**src/rtl/usb_tx_sched_pkg.sv**
```systemverilog
// usb_pkg: shared constants and state encoding for the USB TX scheduler.
package usb_pkg;

    // Byte presented while the serializer hunts for the start of a frame.
    localparam logic [7:0] SYNC_DATA = 8'h01;

    // Every byte occupies this many clock cycles on the serializer.
    localparam int SLOT_LEN = 8;
    localparam logic [2:0] SLOT_LAST = 3'(SLOT_LEN - 1);

    typedef enum logic [2:0] {
        ST_IDLE  = 3'd0,
        ST_ARB   = 3'd1,
        ST_SYNC  = 3'd2,
        ST_SEND  = 3'd3,
        ST_GUARD = 3'd4
    } state_t;

    // True on the final cycle of a byte slot.
    function automatic logic slot_end(input logic [2:0] slot);
        return slot == SLOT_LAST;
    endfunction

endpackage

```
**src/rtl/usb_tx_sched_if.sv**
```systemverilog
// usb_tx_sched_if: requester-side and serializer-side signals of the scheduler.
interface usb_tx_sched_if #(
    parameter int NREQ  = 2,
    parameter int LEN_W = 8
);
    logic [NREQ-1:0]       req;
    logic [NREQ*LEN_W-1:0] len;
    logic [NREQ*8-1:0]     rdata;
    logic [NREQ-1:0]       pop;
    logic [NREQ-1:0]       gnt;
    logic [NREQ-1:0]       done;
    logic                  err;
    logic                  fs;
    logic [7:0]            txd;
    logic                  fire;

    // The scheduler side.
    modport master (
        input  req, len, rdata, fire,
        output pop, gnt, done, err, fs, txd
    );

    // The FIFO / serializer side.
    modport slave (
        output req, len, rdata, fire,
        input  pop, gnt, done, err, fs, txd
    );
endinterface

```
**src/rtl/usb_tx_sched_rr_arbiter.sv**
```systemverilog
// rr_arbiter: picks the first pending request at or after the pointer,
// wrapping around; purely combinational.
module rr_arbiter #(
    parameter int NREQ  = 2,
    parameter int IDX_W = (NREQ > 1) ? $clog2(NREQ) : 1
) (
    input  logic [NREQ-1:0]  i_req,
    input  logic [IDX_W-1:0] i_ptr,
    output logic [NREQ-1:0]  o_gnt,
    output logic [IDX_W-1:0] o_idx,
    output logic             o_any
);
    localparam logic [IDX_W:0] NREQ_V = (IDX_W + 1)'(NREQ);

    logic [NREQ-1:0]  w_rot;
    logic [IDX_W-1:0] w_off;
    logic [IDX_W:0]   w_sum;
    logic [IDX_W:0]   w_wrap;

    // Rotate the request vector so bit 0 is the requester at the pointer.
    always_comb begin
        w_rot = NREQ'({i_req, i_req} >> i_ptr);
    end

    // Lowest set bit of the rotated vector is the closest requester.
    always_comb begin
        w_off = '0;
        o_any = 1'b0;
        for (int k = NREQ - 1; k >= 0; k--) begin
            if (w_rot[k]) begin
                w_off = IDX_W'(k);
                o_any = 1'b1;
            end
        end
    end

    // Map the rotated offset back to an absolute requester index.
    always_comb begin
        w_sum  = {1'b0, i_ptr} + {1'b0, w_off};
        w_wrap = (w_sum >= NREQ_V) ? (w_sum - NREQ_V) : w_sum;
        o_idx  = w_wrap[IDX_W-1:0];
        o_gnt  = o_any ? ({{(NREQ-1){1'b0}}, 1'b1} << o_idx) : '0;
    end

endmodule

```
**src/rtl/usb_tx_sched.sv**
```systemverilog
// usb_tx_sched: shares one USB byte serializer between NREQ requesters.
// Each packet is SYNC (0x01) followed by len payload bytes, one byte per
// 8-cycle slot; fs drops with the last byte, and the next grant waits until
// the serializer's guard period (fire low) is over.
module usb_tx_sched
    import usb_pkg::*;
#(
    parameter int NREQ   = 2,
    parameter int LEN_W  = 8,
    parameter int TO_CYC = 64
) (
    input logic            clk,
    input logic            rst_n,
    usb_tx_sched_if.master bus
);
    localparam int IDX_W = (NREQ > 1) ? $clog2(NREQ) : 1;
    localparam int TMO_W = (TO_CYC > 1) ? $clog2(TO_CYC) : 1;

    localparam logic [IDX_W-1:0] LAST_IDX = IDX_W'(NREQ - 1);
    localparam logic [TMO_W-1:0] TMO_LAST = TMO_W'(TO_CYC - 1);
    localparam logic [LEN_W-1:0] CNT_ONE  = LEN_W'(1);

    state_t           r_state, w_state;
    logic [LEN_W-1:0] r_cnt,   w_cnt;
    logic [2:0]       r_slot,  w_slot;
    logic [TMO_W-1:0] r_tmo,   w_tmo;
    logic [IDX_W-1:0] r_ptr,   w_ptr;
    logic [IDX_W-1:0] r_idx,   w_idx;
    logic             r_abort, w_abort;
    logic             r_fs,    w_fs;
    logic [7:0]       r_txd,   w_txd;
    logic [NREQ-1:0]  r_gnt,   w_gnt;
    logic [NREQ-1:0]  r_pop,   w_pop;
    logic [NREQ-1:0]  r_done,  w_done;
    logic             r_err,   w_err;

    logic [NREQ-1:0]  w_arb_gnt;
    logic [IDX_W-1:0] w_arb_idx;
    logic             w_arb_any;
    logic [LEN_W-1:0] w_len_sel;
    logic [7:0]       w_rdata_sel;
    logic [IDX_W-1:0] w_ptr_next;

    rr_arbiter #(
        .NREQ  (NREQ),
        .IDX_W (IDX_W)
    ) u_arb (
        .i_req (bus.req),
        .i_ptr (r_ptr),
        .o_gnt (w_arb_gnt),
        .o_idx (w_arb_idx),
        .o_any (w_arb_any)
    );

    // Length of the requester the arbiter would grant this cycle.
    always_comb begin
        w_len_sel = '0;
        for (int i = 0; i < NREQ; i++) begin
            if (w_arb_gnt[i]) begin
                w_len_sel = bus.len[i*LEN_W +: LEN_W];
            end
        end
    end

    // Head-of-FIFO byte of the currently granted requester.
    always_comb begin
        w_rdata_sel = '0;
        for (int i = 0; i < NREQ; i++) begin
            if (r_gnt[i]) begin
                w_rdata_sel = bus.rdata[i*8 +: 8];
            end
        end
    end

    // Pointer moves one past the requester that just finished.
    always_comb begin
        w_ptr_next = (r_idx == LAST_IDX) ? '0 : (r_idx + 1'b1);
    end

    // Next-state and next-output logic of the packet FSM.
    always_comb begin
        w_state = r_state;
        w_cnt   = r_cnt;
        w_slot  = r_slot;
        w_tmo   = r_tmo;
        w_ptr   = r_ptr;
        w_idx   = r_idx;
        w_abort = r_abort;
        w_fs    = r_fs;
        w_txd   = r_txd;
        w_gnt   = r_gnt;
        w_pop   = '0;
        w_done  = '0;
        w_err   = 1'b0;

        unique case (r_state)
            ST_IDLE: begin
                w_abort = 1'b0;
                // A busy serializer is still in its guard phase from the
                // previous packet, so no new frame may start yet.
                if (!bus.fire && w_arb_any) begin
                    w_gnt   = w_arb_gnt;
                    w_idx   = w_arb_idx;
                    w_cnt   = w_len_sel;
                    w_state = ST_ARB;
                end
            end

            ST_ARB: begin
                if (r_cnt == '0) begin
                    // Empty packet: acknowledge without touching the serializer.
                    w_done  = r_gnt;
                    w_gnt   = '0;
                    w_ptr   = w_ptr_next;
                    w_state = ST_IDLE;
                end else begin
                    w_fs    = 1'b1;
                    w_txd   = SYNC_DATA;
                    w_tmo   = '0;
                    w_state = ST_SYNC;
                end
            end

            ST_SYNC: begin
                if (bus.fire) begin
                    w_txd   = w_rdata_sel;
                    w_pop   = r_gnt;
                    w_cnt   = r_cnt - 1'b1;
                    w_slot  = '0;
                    // Dropping fs with the final byte tells the serializer
                    // to enter its guard phase after it.
                    w_fs    = (r_cnt != CNT_ONE);
                    w_state = ST_SEND;
                end else if (r_tmo == TMO_LAST) begin
                    // Serializer never answered; report both err and done
                    // so the requester is released exactly once.
                    w_fs    = 1'b0;
                    w_txd   = '0;
                    w_err   = 1'b1;
                    w_done  = r_gnt;
                    w_abort = 1'b1;
                    w_state = ST_GUARD;
                end else begin
                    w_tmo = r_tmo + 1'b1;
                end
            end

            ST_SEND: begin
                w_slot = r_slot + 3'd1;
                if (slot_end(r_slot)) begin
                    if (r_cnt != '0) begin
                        w_txd = w_rdata_sel;
                        w_pop = r_gnt;
                        w_cnt = r_cnt - 1'b1;
                        w_fs  = (r_cnt != CNT_ONE);
                    end else begin
                        w_fs    = 1'b0;
                        w_txd   = '0;
                        w_state = ST_GUARD;
                    end
                end
            end

            ST_GUARD: begin
                w_txd = '0;
                if (!bus.fire) begin
                    // An aborted packet already signalled done.
                    w_done  = r_abort ? '0 : r_gnt;
                    w_gnt   = '0;
                    w_ptr   = w_ptr_next;
                    w_state = ST_IDLE;
                end
            end

            default: begin
                w_state = ST_IDLE;
            end
        endcase
    end

    // State, counters and registered outputs.
    always_ff @(posedge clk or negedge rst_n) begin
        if (!rst_n) begin
            r_state <= ST_IDLE;
            r_cnt   <= '0;
            r_slot  <= '0;
            r_tmo   <= '0;
            r_ptr   <= '0;
            r_idx   <= '0;
            r_abort <= 1'b0;
            r_fs    <= 1'b0;
            r_txd   <= 8'h00;
            r_gnt   <= '0;
            r_pop   <= '0;
            r_done  <= '0;
            r_err   <= 1'b0;
        end else begin
            r_state <= w_state;
            r_cnt   <= w_cnt;
            r_slot  <= w_slot;
            r_tmo   <= w_tmo;
            r_ptr   <= w_ptr;
            r_idx   <= w_idx;
            r_abort <= w_abort;
            r_fs    <= w_fs;
            r_txd   <= w_txd;
            r_gnt   <= w_gnt;
            r_pop   <= w_pop;
            r_done  <= w_done;
            r_err   <= w_err;
        end
    end

    assign bus.fs   = r_fs;
    assign bus.txd  = r_txd;
    assign bus.gnt  = r_gnt;
    assign bus.pop  = r_pop;
    assign bus.done = r_done;
    assign bus.err  = r_err;

endmodule

```
**src/flat_wrapper.sv**
```systemverilog
// flat-port wrapper written by rule: the top's interface ports become plain ports
module usb_tx_sched_flat import usb_pkg::*;
#(
    parameter int NREQ   = 2,
    parameter int LEN_W  = 8,
    parameter int TO_CYC = 64
)
  (clk, rst_n, bus_req, bus_len, bus_rdata, bus_fire, bus_pop, bus_gnt, bus_done, bus_err, bus_fs, bus_txd);
  usb_tx_sched_if #(.NREQ(NREQ), .LEN_W(LEN_W)) bus_i ();
  input logic clk;
  input logic rst_n;
  input wire logic [$bits(bus_i.req)-1:0] bus_req;
  input wire logic [$bits(bus_i.len)-1:0] bus_len;
  input wire logic [$bits(bus_i.rdata)-1:0] bus_rdata;
  input wire logic [$bits(bus_i.fire)-1:0] bus_fire;
  output wire logic [$bits(bus_i.pop)-1:0] bus_pop;
  output wire logic [$bits(bus_i.gnt)-1:0] bus_gnt;
  output wire logic [$bits(bus_i.done)-1:0] bus_done;
  output wire logic [$bits(bus_i.err)-1:0] bus_err;
  output wire logic [$bits(bus_i.fs)-1:0] bus_fs;
  output wire logic [$bits(bus_i.txd)-1:0] bus_txd;
  assign bus_i.req = bus_req;
  assign bus_i.len = bus_len;
  assign bus_i.rdata = bus_rdata;
  assign bus_i.fire = bus_fire;
  assign bus_pop = bus_i.pop;
  assign bus_gnt = bus_i.gnt;
  assign bus_done = bus_i.done;
  assign bus_err = bus_i.err;
  assign bus_fs = bus_i.fs;
  assign bus_txd = bus_i.txd;
  usb_tx_sched #(.NREQ(NREQ), .LEN_W(LEN_W), .TO_CYC(TO_CYC)) u_core (.clk(clk), .rst_n(rst_n), .bus(bus_i));
endmodule
```
**config.mk**
```make
export PLATFORM = sky130hd
export DESIGN_NAME = usb_tx_sched_flat
export DESIGN_NICKNAME = d
export VERILOG_FILES = /design/src/rtl/usb_tx_sched_pkg.sv /design/src/rtl/usb_tx_sched_if.sv /design/src/rtl/usb_tx_sched_rr_arbiter.sv /design/src/rtl/usb_tx_sched.sv /design/src/flat_wrapper.sv
export SDC_FILE = /design/constraint.sdc
export NUM_CORES = 1
export LEC_CHECK = 0
export CORE_MARGIN = 4
export CORE_UTILIZATION = 57
export CTS_CLUSTER_SIZE = 16
export DETAILED_ROUTE_END_ITERATION = 12
export DONT_BUFFER_PORTS = 1
export PLACE_DENSITY = 0.75
export REMOVE_ABC_BUFFERS = 1
export SYNTH_ARGS = -nofsm -noshare
export SYNTH_HDL_FRONTEND = slang
export SYNTH_SLANG_ARGS = --single-unit
```
**constraint.sdc**
```tcl
create_clock -name clk -period 1.9 [get_ports clk]
set_input_delay 0.285 -clock clk [delete_from_list [all_inputs] [get_ports clk]]
set_output_delay 0.285 -clock clk [all_outputs]
set_load 0.01 [all_outputs]
```
==> run_results.csv <==
group,metric,value,unit
timing,max_freq,519.2,MHz
clocking,htreeDepth,2,
clocking,cts-root-buf,"clkbuf_8",
route,routed_wl,6.497,mm
timing,setup_violations,5,
synthesis,synth_common_cells,"dfrtp_1 (39), nor2_1 (29), o21ai_0 (14), a21oi_1 (12)",
synthesis,syn_area,2220,sq um
pwr,total_power,4180,uW
clocking,clk_pin_slew,0.08,ns
timing,period_needed,1.926,ns
setup_path,crit_path_start,"u_core.r_state[1]$_DFFE_PN0P_",
global_route,overflow,0,
die,die_area,4956,sq um
synthesis,synth_most_common_cell,"dfrtp_1",
synthesis,netlist-cell-type-count,46,
route,drc,0,
die,fp.coreArea,3716,sq um
setup_path,critPathArrivalTime,2.16,ns
route,wl_per_cell,19.51,microns
synthesis,yosys.area.top_type,"dfrtp_1",
clocking,clkLatencyLatePin,0.30,ns
timing,drv_slew,0,
timing,finalWorstSetupSlack,-0.02610,ns
cells_and_area,syn2layout_area_growth,35.57,%
timing,slew_headroom,51.54,%
timing,fin_crit_sh,101.4,%
placed_design,gp_congestion,0.8633,
cells_and_area,final_nets,326,
global_route,grt_pass1_wl,10.17,mm
job,drv_cap,0,
placed_design,place_area,2589,sq um
status,status,"finished, violations left",
cells_and_area,diodes,0,
synthesis,synthFlopType,"dfrtp_1",
hold_path,hold_path.class,"in -> reg",
pwr,power_density,1389,nW/um^2
synthesis,synth_edf_count,0,
synthesis,yosysSeqAreaShare,43.97,%
placed_design,port_buffers,0,
die,initial_core_util,59.73,%
clocking,clock_path_buffers,2,
synthesis,synth_area_leaders,"dfrtp_1 (44%), mux2_2 (5.1%), nor2_1 (4.9%)",
synthesis,synth_top_area_share,43.97,%
pwr,ir_drop,1.066,mV
die,die_x,70.40,microns
synthesis,async_flop_share,100.0,%
cells_and_area,fin_area,3009,sq um
route,drtIter0Drc,214,
clocking,cts_sinks,39,
route,via_per_inst,6.619,
timing,hold_viol,0,
pwr,p_leak,0.001320,uW
setup_path,cp_slowest_stage_delay,0.45,ns
setup_path,r2r-start,"u_core.r_state[1]$_DFFE_PN0P_",
setup_path,start_kind,"flip-flop",
synthesis,yosys.area_share.simple,20.24,%
global_route,grt_usage,26.10,%
timing,whs,0.2145,ns
synthesis,syn_inst,231,
synthesis,synth_xor_xnor_area_share,0,%
synthesis,ys_ff_latch,39,
route,postRouteAntennaNets,0,
cells_and_area,utilization,80.98,%
timing,rsz0062_at_grt,"yes",
synthesis,synthAdderAreaFrac,2.818,%
synthesis,synthMuxAreaShare,5.524,%
placed_design,dpl.hpwl,4.360,mm
clocking,cts_made_buffers,5,
setup_path,crit_family,"simple AND/OR/NAND/NOR gates",
setup_path,crit_path_end_kind,"flip-flop",
setup_path,crit_required,2.13,ns
timing,finClkSkew,0.007914,ns
setup_path,crit_buf_inv,2,
timing,worst_pin_slew,0.7253,ns
status,violations,"setup timing",
clocking,cts_tree,"built",
cells_and_area,drive_gt1_share,40.70,%
synthesis,synth_warnings,0,
setup_path,path_class,"reg -> reg",
die,row_count,22,
setup_path,cp_max_fo,6,
global_route,grt_start_max_net_pins,40,
die,fp.dieH,70.40,microns
setup_path,slowest_stage,"dfrtp_2",
setup_path,crit_path_cell_trace,"buf_6, or3b_4, nor3_1, or3b_4, buf_6, or3_4, a21oi_2",
route,vias,2204,
global_route,antenna_found_initial,0,
synthesis,avgSynthCellArea,9.609,sq um
synthesis,synth_compound_area_share,23.90,%
hold_path,min_from,"bus_fire",
synthesis,synth_top_family_by_area,"compound AO/OA/AOI/OAI gates",
global_route,grt_pass1_vias,2139,
route,first_pass_iters,5,
die,ios,53,
[layer usage]
metal | track usage [%] | routed length (microns) | vias to the layer above
met1 | 32.05 | 2499 | 1114
li1 | - | - | 981
met4 | 10.00 | 134 | 0
met3 | 5.612 | 381 | 17
met5 | 0 | 0 | -
met2 | 44.49 | 3481 | 92
[repair_timing]
action                     in CTS  in global routing
hold endpoints to repair       39                  0
resized for setup              22                 34
pin swaps                       8                 11
hold buffers                    2                  0
buffers inserted                5                  4
setup endpoints to repair      24                 26
[worst paths after layout]
kind,end,slack (ns),depth (start not counted)
setup / recovery,u_core.r_tmo[4]$_DFFE_PN0P_,-0.03,7
hold / removal,u_core.bus.fs$_DFFE_PN0P_,0.21,2
setup reg to reg,u_core.r_tmo[4]$_DFFE_PN0P_,-0.03,7
hold reg to reg,u_core.r_ptr$_DFFE_PN0P_,0.46,1
max in group asynchronous,u_core.r_state[1]$_DFFE_PN0P_,1.25,2
min in group asynchronous,u_core.bus.fs$_DFFE_PN0P_,0.44,2
[through the flow]
stage	setup TNS, ns	std cells	worst slack [ns]
finish	-0.06813	333	-0.02610
global route	-0.5705	333	-0.06235
CTS	-0.1389	329	-0.02630
detailed placement	-1.376	314	-0.1476
global placement	-0.4119	314	-0.04828
floorplan	-4.927	219	-0.4395
[power by group]
part           internal (uW)  switching [uW]  total [uW]
sequential              1110             312        1430
combinational           1120             914        2030
clock                    425             295         720
total                   2660            1520        4180
[state kept, by name, indices dropped and copies added, names as in the netlist]
register and cells:
u_core.bus.txd 8, u_core.r_cnt 8, u_core.r_tmo 6, u_core.r_slot 3, u_core.r_state 3, u_core.bus.done 2, u_core.bus.gnt 2, u_core.bus.pop 2
u_core.bus.err 1, u_core.bus.fs 1, u_core.r_abort 1, u_core.r_idx 1, u_core.r_ptr 1
[worst reg2reg max path: stages (launching register included)]
cell	delay (ns)
dfrtp_2	0.45
buf_6	0.14
or3b_4	0.23
nor3_1	0.05
or3b_4	0.40
buf_6	0.15
or3_4	0.33
a21oi_2	0.11
[cell families (layout without fill, tap and decap cells)]
group,after synthesis,after routing
buffers and inverters,18,72
multiplexers,11,11
flip-flops,39,39
AND/OR/NAND/NOR,82,82
AO/OA/AOI/OAI,76,76
adder cells (fa/ha/maj),5,5
[placed cells by master (no fill, tap or decap), types with 4 or more instances in the layout]
| cell type | synthesis | layout |
|---|---|---|
| inv_1 | 6 | 6 |
| buf_4 | 2 | 50 |
| a21oi_2 | 0 | 5 |
| a22oi_1 | 9 | 9 |
| nor3_1 | 6 | 4 |
| nand2b_1 | 5 | 4 |
| o22a_1 | 6 | 6 |
| nand2_1 | 10 | 8 |
| mux2_4 | 0 | 8 |
| a31oi_1 | 7 | 7 |
| nor2_2 | 0 | 4 |
| dfrtp_1 | 39 | 36 |
| o21ai_0 | 14 | 11 |
| clkbuf_8 | 0 | 6 |
| buf_6 | 0 | 5 |
| a221oi_1 | 9 | 9 |
| nor2_1 | 29 | 25 |
| a21oi_1 | 12 | 6 |
[layout make-up]
type	instances	area, sq um
Fill cell	215	706.9
Multi-Input combinational cell	174	1348
Clock buffer	6	82.58
Timing Repair Buffer	58	481.7
Inverter	6	22.52
Sequential cell	39	979.7
Clock inverter	2	35.03
Tap cell	48	60.06
Power figures use the tool's default switching activity.
